===== src/rtl/rbot_pkg.sv =====
// rtl/rbot_pkg.sv - shared face indices, move codes and sequencer state encoding
// Used by the move decoder and the move executor sequencer.
package rbot_pkg;

  localparam int NUM_FACES = 6;

  localparam logic [2:0] FACE_U = 3'd0;
  localparam logic [2:0] FACE_D = 3'd1;
  localparam logic [2:0] FACE_F = 3'd2;
  localparam logic [2:0] FACE_B = 3'd3;
  localparam logic [2:0] FACE_L = 3'd4;
  localparam logic [2:0] FACE_R = 3'd5;

  localparam logic [3:0] MOVE_NOP      = 4'd0;
  localparam logic [3:0] MOVE_CW_BASE  = 4'd1;
  localparam logic [3:0] MOVE_CCW_BASE = 4'd7;
  localparam logic [3:0] MOVE_CODE_END = 4'd13;

  typedef enum logic [2:0] {
    ST_IDLE      = 3'd0,
    ST_DECODE    = 3'd1,
    ST_STEP_LOW  = 3'd2,
    ST_STEP_HIGH = 3'd3,
    ST_SETTLE    = 3'd4,
    ST_DONE      = 3'd5
  } state_t;

endpackage


===== src/rtl/move_decode.sv =====
// rtl/move_decode.sv - combinational move code to (valid, face, clockwise) decoder
// Codes 1-6 are clockwise U..R, 7-12 counter-clockwise U..R, everything else is a no-op.
module move_decode
  import rbot_pkg::*;
(
  input  logic [3:0] code_i,
  output logic       valid_o,
  output logic [2:0] face_o,
  output logic       cw_o
);

  always_comb begin
    valid_o = 1'b0;
    face_o  = FACE_U;
    cw_o    = 1'b0;
    if (code_i >= MOVE_CW_BASE && code_i < MOVE_CCW_BASE) begin
      valid_o = 1'b1;
      face_o  = 3'(code_i - MOVE_CW_BASE);
      cw_o    = 1'b1;
    end else if (code_i >= MOVE_CCW_BASE && code_i < MOVE_CODE_END) begin
      valid_o = 1'b1;
      face_o  = 3'(code_i - MOVE_CCW_BASE);
      cw_o    = 1'b0;
    end
  end

endmodule


===== src/rtl/move_executor.sv =====
// rtl/move_executor.sv - executes one quarter face turn as a step-pulse train
// All outputs are registered so step/dir/busy/move_done are glitch-free at the drivers.
module move_executor
  import rbot_pkg::*;
#(
  parameter int STEPS_PER_QUARTER = 50,
  parameter int HALF_PERIOD       = 50000,
  parameter int SETTLE_CYCLES     = 1000000
) (
  input  logic       clock,
  input  logic       reset,
  input  logic       start_move,
  input  logic [3:0] next_move,
  output logic       move_done,
  output logic       busy,
  output logic [5:0] step,
  output logic [5:0] dir
);

  // Counters are one value wider than their terminal count, so they never wrap.
  localparam int HW = $clog2(HALF_PERIOD + 1);
  localparam int SW = $clog2(STEPS_PER_QUARTER + 1);
  localparam int CW = $clog2(SETTLE_CYCLES + 1);

  state_t        state_q, state_d;
  logic [3:0]    code_q, code_d;
  logic [2:0]    face_q, face_d;
  logic [5:0]    dir_q, dir_d;
  logic [5:0]    step_q, step_d;
  logic          done_q, done_d;
  logic          busy_q, busy_d;
  logic [HW-1:0] half_cnt_q, half_cnt_d;
  logic [SW-1:0] step_cnt_q, step_cnt_d;
  logic [CW-1:0] settle_cnt_q, settle_cnt_d;

  logic          dec_valid;
  logic [2:0]    dec_face;
  logic          dec_cw;

  move_decode u_decode (
    .code_i  (code_q),
    .valid_o (dec_valid),
    .face_o  (dec_face),
    .cw_o    (dec_cw)
  );

  always_comb begin
    state_d      = state_q;
    code_d       = code_q;
    face_d       = face_q;
    dir_d        = dir_q;
    half_cnt_d   = half_cnt_q;
    step_cnt_d   = step_cnt_q;
    settle_cnt_d = settle_cnt_q;

    case (state_q)
      ST_IDLE: begin
        // done_q still high means this is the move_done cycle; requests there are dropped.
        if (start_move && !done_q) begin
          code_d  = next_move;
          state_d = ST_DECODE;
        end
      end
      ST_DECODE: begin
        if (dec_valid) begin
          face_d           = dec_face;
          dir_d[dec_face]  = dec_cw;
          step_cnt_d       = SW'(STEPS_PER_QUARTER);
          half_cnt_d       = '0;
          state_d          = ST_STEP_LOW;
        end else begin
          state_d = ST_DONE;
        end
      end
      ST_STEP_LOW: begin
        if (half_cnt_q == HW'(HALF_PERIOD - 1)) begin
          half_cnt_d = '0;
          state_d    = ST_STEP_HIGH;
        end else begin
          half_cnt_d = half_cnt_q + 1'b1;
        end
      end
      ST_STEP_HIGH: begin
        if (half_cnt_q == HW'(HALF_PERIOD - 1)) begin
          half_cnt_d = '0;
          step_cnt_d = step_cnt_q - 1'b1;
          if (step_cnt_q == SW'(1)) begin
            settle_cnt_d = '0;
            state_d      = ST_SETTLE;
          end else begin
            state_d = ST_STEP_LOW;
          end
        end else begin
          half_cnt_d = half_cnt_q + 1'b1;
        end
      end
      ST_SETTLE: begin
        if (settle_cnt_q == CW'(SETTLE_CYCLES - 1)) begin
          settle_cnt_d = '0;
          state_d      = ST_DONE;
        end else begin
          settle_cnt_d = settle_cnt_q + 1'b1;
        end
      end
      ST_DONE: begin
        state_d = ST_IDLE;
      end
      default: begin
        state_d = ST_IDLE;
      end
    endcase

    step_d = (state_d == ST_STEP_HIGH) ? (6'd1 << face_d) : 6'd0;
    done_d = (state_q == ST_DONE);
    busy_d = (state_d != ST_IDLE) || done_d;
  end

  always_ff @(posedge clock or posedge reset) begin
    if (reset) begin
      state_q      <= ST_IDLE;
      code_q       <= MOVE_NOP;
      face_q       <= FACE_U;
      dir_q        <= '0;
      step_q       <= '0;
      done_q       <= 1'b0;
      busy_q       <= 1'b0;
      half_cnt_q   <= '0;
      step_cnt_q   <= '0;
      settle_cnt_q <= '0;
    end else begin
      state_q      <= state_d;
      code_q       <= code_d;
      face_q       <= face_d;
      dir_q        <= dir_d;
      step_q       <= step_d;
      done_q       <= done_d;
      busy_q       <= busy_d;
      half_cnt_q   <= half_cnt_d;
      step_cnt_q   <= step_cnt_d;
      settle_cnt_q <= settle_cnt_d;
    end
  end

  assign step      = step_q;
  assign dir       = dir_q;
  assign move_done = done_q;
  assign busy      = busy_q;

endmodule


===== config.mk =====
export PLATFORM = sky130hd
export DESIGN_NAME = move_executor
export DESIGN_NICKNAME = d
export VERILOG_FILES = /design/src/rtl/rbot_pkg.sv /design/src/rtl/move_decode.sv /design/src/rtl/move_executor.sv
export SDC_FILE = /design/constraint.sdc
export NUM_CORES = 1
export LEC_CHECK = 0
export CAP_MARGIN = 20
export CORE_ASPECT_RATIO = 2
export CORE_UTILIZATION = 40
export CTS_CLUSTER_SIZE = 20
export DETAILED_ROUTE_END_ITERATION = 10
export SYNTH_ARGS = -nofsm -noshare
export SYNTH_HDL_FRONTEND = slang
export SYNTH_SLANG_ARGS = --single-unit
export TNS_END_PERCENT = 20

===== constraint.sdc =====
create_clock -name clock -period 5.5 [get_ports clock]
set_input_delay 1.65 -clock clock [delete_from_list [all_inputs] [get_ports clock]]
set_output_delay 1.65 -clock clock [all_outputs]
set_load 0.02 [all_outputs]

==> results of run 1 <==
critical path, stage by stage (launching register included):
cell and delay [ns]:
dfrtp_1 0.44, inv_1 0.18, ha_1 0.26, or4b_2 0.63, nand3_1 0.48, mux2i_1 0.52
inv_1 0.11, a2111oi_1 0.42
power by group through the flow:
stage,clock network [mW],registers [mW],logic [mW]
6_report,0.580,0.486,0.0167
5_1_grt,0.611,0.485,0.0191
4_1_cts,0.590,0.486,0.0161
3_5_place_dp,0,0.494,0.0161
3_3_place_gp,0,0.494,0.0158
2_1_floorplan,0,0.494,0.00711
cell usage after synthesis (8+ instances only):
| cell | count | share of area (%) |
|---|---|---|
| inv_1 | 13 | 1.4 |
| mux2_2 | 10 | 3.2 |
| nor2_1 | 31 | 3.3 |
| and3_1 | 15 | 2.6 |
| dfrtp_1 | 66 | 47 |
| xor2_1 | 11 | 2.7 |
| nand2_1 | 34 | 3.6 |
| clkbuf_1 | 10 | 1.1 |
| nand3_1 | 31 | 4.4 |
| nor3_1 | 14 | 2.0 |
| nand4_1 | 8 | 1.4 |
| o21ai_0 | 13 | 1.8 |
| a21oi_1 | 9 | 1.3 |
flip-flops by register name, summed over array words and instances (netlist names):
register      cells
face_q            3
code_q            4
step              6
move_done         1
step_cnt_q        6
state_q           3
busy              1
dir               6
settle_cnt_q     20
half_cnt_q       16
final cells by class:
class | instances | area, µm²
flip-flops and latches | 66 | 1652
fillers | 850 | 4448
clock inverters | 6 | 66.31
repair buffers | 22 | 227.7
inverters | 13 | 48.80
clock buffers | 10 | 239.0
well taps | 100 | 125.1
multi-input cells | 274 | 1782
path summary, 6_finish.rpt:
| check | to | slack (ns) | cells after the start | from |
|---|---|---|---|---|
| setup / recovery | step[4] | 2.30 | 7 | code_q[0] |
| hold / removal | dir[3] | 0.51 | 1 | dir[3] |
| setup reg to reg | step[4] | 2.30 | 7 | code_q[0] |
| hold reg to reg | dir[3] | 0.51 | 1 | dir[3] |
| max in group asynchronous | state_q[0] | 3.15 | 4 | reset |
| min in group asynchronous | settle_cnt_q[3] | 1.55 | 2 | reset |
cell families after synthesis:
group,share of synthesized area (%)
xor gates and xnor gates,3.210
and+or+nand+nor,27.55
AOI/OAI and AO/OA,12.63
DFF,46.56
adders and majority gates,2.469
muxes,4.374
buffers and inverters,3.210
metal layers:
metal | up-vias | part of all wire (%) | wire length [µm]
met2 | 33 | 58 | 4932
li1 | 1386 | - | -
met4 | 0 | 3.7 | 313
met3 | 22 | 1.6 | 137
met1 | 1429 | 36 | 3083
met5 | - | 0 | 0
==> flow_metrics.tcl, run 1 <==
set metrics [dict create \
    finalHoldViolCount 0 \
    finClkSkew_ns 0.005733 \
    period_needed_ns 3.197 \
    fmaxAchievable_ghz 0.3128 \
    die_x_um 68.59 \
    layout_common_cells "66 x dfrtp_1, 34 x nand2_1, 31 x nand3_1, 31 x nor2_1, 20 x clkdlybuf4s50_1" \
    grt_max_degree 48 \
    htree_levels 3 \
    drc 0 \
    grt_use_met1_pct 18.71 \
    p_seq_share_pct 44.9 \
    nets 400 \
    fin_cells 491 \
    antenna_found_initial 0 \
    start_kind "flop" \
    met2_usage_pct 38.56 \
    gp_congestion 0.8585 \
    irDropWorstVdd_mv 0.1470 \
    cts_resized 0 \
    async_flop_share_pct 100.0 \
    cts_tree "done" \
    grt_pass1_vias 2806 \
    synth_edf_count 0 \
    relSlewSlack_pct 33.51 \
    ant_nets 0 \
    dpl_worst_slack_ns 2.186 \
    rsz0062_at_grt "no" \
    clkLatencyLatePin_ns 0.34 \
    cts_hold_buf 0 \
    die_area_mm2 0.009271 \
    holdCritPathClass "reg2reg" \
    num_io_pins 21 \
    critical_path_arrival_ns 3.40 \
    syn-num-nets 380 \
    initial_utilization_pct 41.30 \
    via_count 2870 \
    final_common_cell "dfrtp_1" \
    placed_area_mm2 0.003815 \
    firstDrtPassIters 4 \
    finalSetupViolations 0 \
    worst_slew_pin_slew_ns 0.9973 \
    place_inst 474 \
    fin_ws_ns 2.303 \
    maxCapViolCount 0 \
    power_frac_comb_pct 1.5 \
    die_y_um 135.2 \
    synth.avg_cell_area_um2 9.692 \
    hpwlAfterDp_um 6145 \
    io_buffers 20 \
    powerDensity_mw_per_mm2 261.6 \
    core_region_area_mm2 0.008588 \
    required_ns 5.70 \
    switchingPower_mw 0.2289 \
    drtIter0Drc 145 \
    post_cts_buffers 0 \
    yosysWarnings 0 \
    drive_gt1_share_pct 10.49 \
    ys_seq_elements 66 \
    globalRouteOverflowTotal 0 \
    synth_area_mm2 0.003547 \
    worst_hold_slack_ns 0.5119 \
    synth_cell_types 55 \
    fin_util_pct 48.21 \
    intPower_mw 0.8542 \
    clkPwrFrac_pct 53.6 \
    clock-sinks 66 \
    area_growth_pct 16.72 \
    cts_made_buffers 9 \
    finalSetupTns_ns 0 \
    grt_use_met3_pct 3.535 \
    ys_seq_area_share_pct 46.56 \
    netlist_instances 366 \
    wl_um 8466 \
    status "completed" \
    path_clk_slew_ns 0.06 \
    wire_per_inst_um 17.24 \
    antenna_cells 0 \
    crit_type "reg2reg" \
    top_usage_layer "met2" \
    clk_path_buf_depth 2 \
    period_share_pct 58.12 \
    swShare_pct 21.13 \
    final_cell_area_mm2 0.004140 \
    cp-end-kind "flop" \
    viasPerCell 5.845 \
    finalPower_mw 1.083 \
    cp_max_fo 15 \
    p_leak_nw 1.832 \
    grt_pass1_wl_um 13480 \
    grtUsageTotal_pct 20.21 \
    rows 48 \
    report.final.slew_viol_count 0 \
    synth-main-ff-cell "dfrtp_1" \
    root_buffer "clkbuf_16" \
]
Power figures use the tool's default switching activity.
==> inputs of run 2 (changes only) <==
clock period = 3.14 ns   (was 5.5 ns; I/O delays follow)
==> run 2 against run 1 <==
Clock power grew 84%. Sequential share of layout area shrank 0.63 points. Global-route usage shrank 0.30 points. Critical path depth is the same. Cell area grew 1.6%. Flip-flop and latch count is the same. Register-to-register slack lost 2.0 ns.
==> flow_metrics.tcl, run 2 (synthesized netlist as in run 1, its figures left out) <==
set metrics [dict create \
    clkLatencyLatePin_ns 0.33 \
    path_clk_slew_ns 0.06 \
    dpl_worst_slack_ns 0.4319 \
    cp_max_fo 7 \
    grt_pass1_wl_um 13610 \
    via_count 2845 \
    reg_top3 "settle_cnt_q: 20 flops, half_cnt_q: 16 flops" \
    cts_made_buffers 9 \
    nets 407 \
    hpwlAfterDp_um 6037 \
    period_share_pct 89.25 \
    clk_path_buf_depth 2 \
    viasPerCell 5.713 \
    top_register "settle_cnt_q" \
    maxCapViolCount 0 \
    grt_pass1_vias 2910 \
    fmaxAchievable_ghz 0.3568 \
    crit_type "reg2reg" \
    fin_ws_ns 0.3375 \
    max_stage_delay_ns 0.64 \
    powerDensity_mw_per_mm2 464.0 \
    clock-sinks 66 \
    grt_max_degree 29 \
    finalHoldViolCount 0 \
    finalSetupTns_ns 0 \
    root_buffer "clkbuf_16" \
    report.final.slew_viol_count 0 \
    p_leak_nw 1.878 \
    htree_levels 3 \
    largest_reg_flops 20 \
    antenna_found_initial 0 \
    post_cts_buffers 0 \
    die_y_um 135.2 \
    rows 48 \
    antenna_cells 0 \
    final_common_cell "dfrtp_1" \
    irDropWorstVdd_mv 0.2571 \
    grtUsageTotal_pct 19.91 \
    ant_nets 0 \
    relSlewSlack_pct 35.18 \
    die_area_mm2 0.009271 \
    worst_hold_slack_ns 0.5134 \
    wl_um 8145 \
    cts_tree "done" \
    cp_slowest_cell "or4b_2" \
    finalSetupViolations 0 \
    core_region_area_mm2 0.008588 \
    firstDrtPassIters 4 \
    holdCritPathClass "reg2reg" \
    finClkSkew_ns 0.008979 \
    layout_common_cells "66 x dfrtp_1, 34 x nand2_1, 31 x nand3_1, 31 x nor2_1, 20 x clkdlybuf4s50_1" \
    drtIter0Drc 169 \
    globalRouteOverflowTotal 0 \
    initial_utilization_pct 41.30 \
    die_x_um 68.59 \
    cts_resized 0 \
    fin_cells 498 \
    rsz0062_at_grt "no" \
    gp_congestion 0.8092 \
    wire_per_inst_um 16.36 \
    cpMostUsedCell "inv_1" \
    cts_hold_buf 0 \
    path_cells "inv_1 -> ha_1 -> or4b_2 -> nand3_1 -> mux2i_1 -> inv_1 -> a2111oi_1" \
    worst_slew_pin_slew_ns 0.9723 \
    area_growth_pct 18.59 \
    status "completed" \
    required_ns 3.32 \
    io_buffers 20 \
    num_io_pins 21 \
    drive_gt1_share_pct 12.06 \
    critical_path_arrival_ns 2.99 \
    place_inst 482 \
    drc 0 \
    cp-end-kind "flop" \
    period_needed_ns 2.803 \
    start_kind "flop" \
]
-- run 2: cell types whose count changed in the layout (fill, tap and decap cells not counted) --
cell / delta
clkinv_2: +1
bufinv_16: +1
buf_4: +7
clkinvlp_4: -1
clkbuf_8: -1
-- run 2: layout make-up --
cell class                      count  area, µm²
Tap cell                          100      125.1
Multi-Input combinational cell    274       1782
Inverter                           13      48.80
Sequential cell                    66       1652
Fill cell                         808       4382
Timing Repair Buffer               29      280.3
Clock buffer                        9      225.2
Clock inverter                      7      93.84
-- run 2: path summary, 6_finish.rpt --
kind | start | end | slack [ns] | depth (start not counted)
max | code_q[0] | step[4] | 0.34 | 7
min | dir[1] | dir[1] | 0.51 | 1
max reg2reg | code_q[0] | step[4] | 0.34 | 7
min reg2reg | dir[1] | dir[1] | 0.51 | 1
max in group asynchronous | reset | dir[0] | 1.66 | 3
min in group asynchronous | reset | settle_cnt_q[3] | 0.93 | 2
-- run 2: power breakdown --
part,internal [mW],switching (mW)
clock network,0.693,0.379
registers,0.851,0
logic,0.0108,0.0187
-- run 2: stage by stage --
| stage | total power, mW | utilization (%) | instance area, µm² |
|---|---|---|---|
| floorplan | 0.8786 | - | 3547 |
| global placement | 0.8970 | 45.27 | 3887 |
| detailed placement | 0.8976 | 45.27 | 3887 |
| CTS | 1.976 | 48.98 | 4207 |
| global route | 2.027 | 48.98 | 4207 |
| finish | 1.952 | 48.98 | 4207 |
-- run 2: metal layers --
metal / global-route usage (%) / share of wire, %
met5: 0 / 0
met2: 35.40 / 56
met1: 21.37 / 39
met3: 3.535 / 1.7
met4: 10.07 / 2.8
-- run 2: critical path: cells and delay by family (launching register included) --
| family | cells | cell delay (ns) |
|---|---|---|
| buf+inv | 2 | 0.27 |
| compound gates | 1 | 0.47 |
| simple gates | 2 | 0.79 |
| fa+ha+maj | 1 | 0.25 |
| mux | 1 | 0.43 |
| flops | 1 | 0.44 |
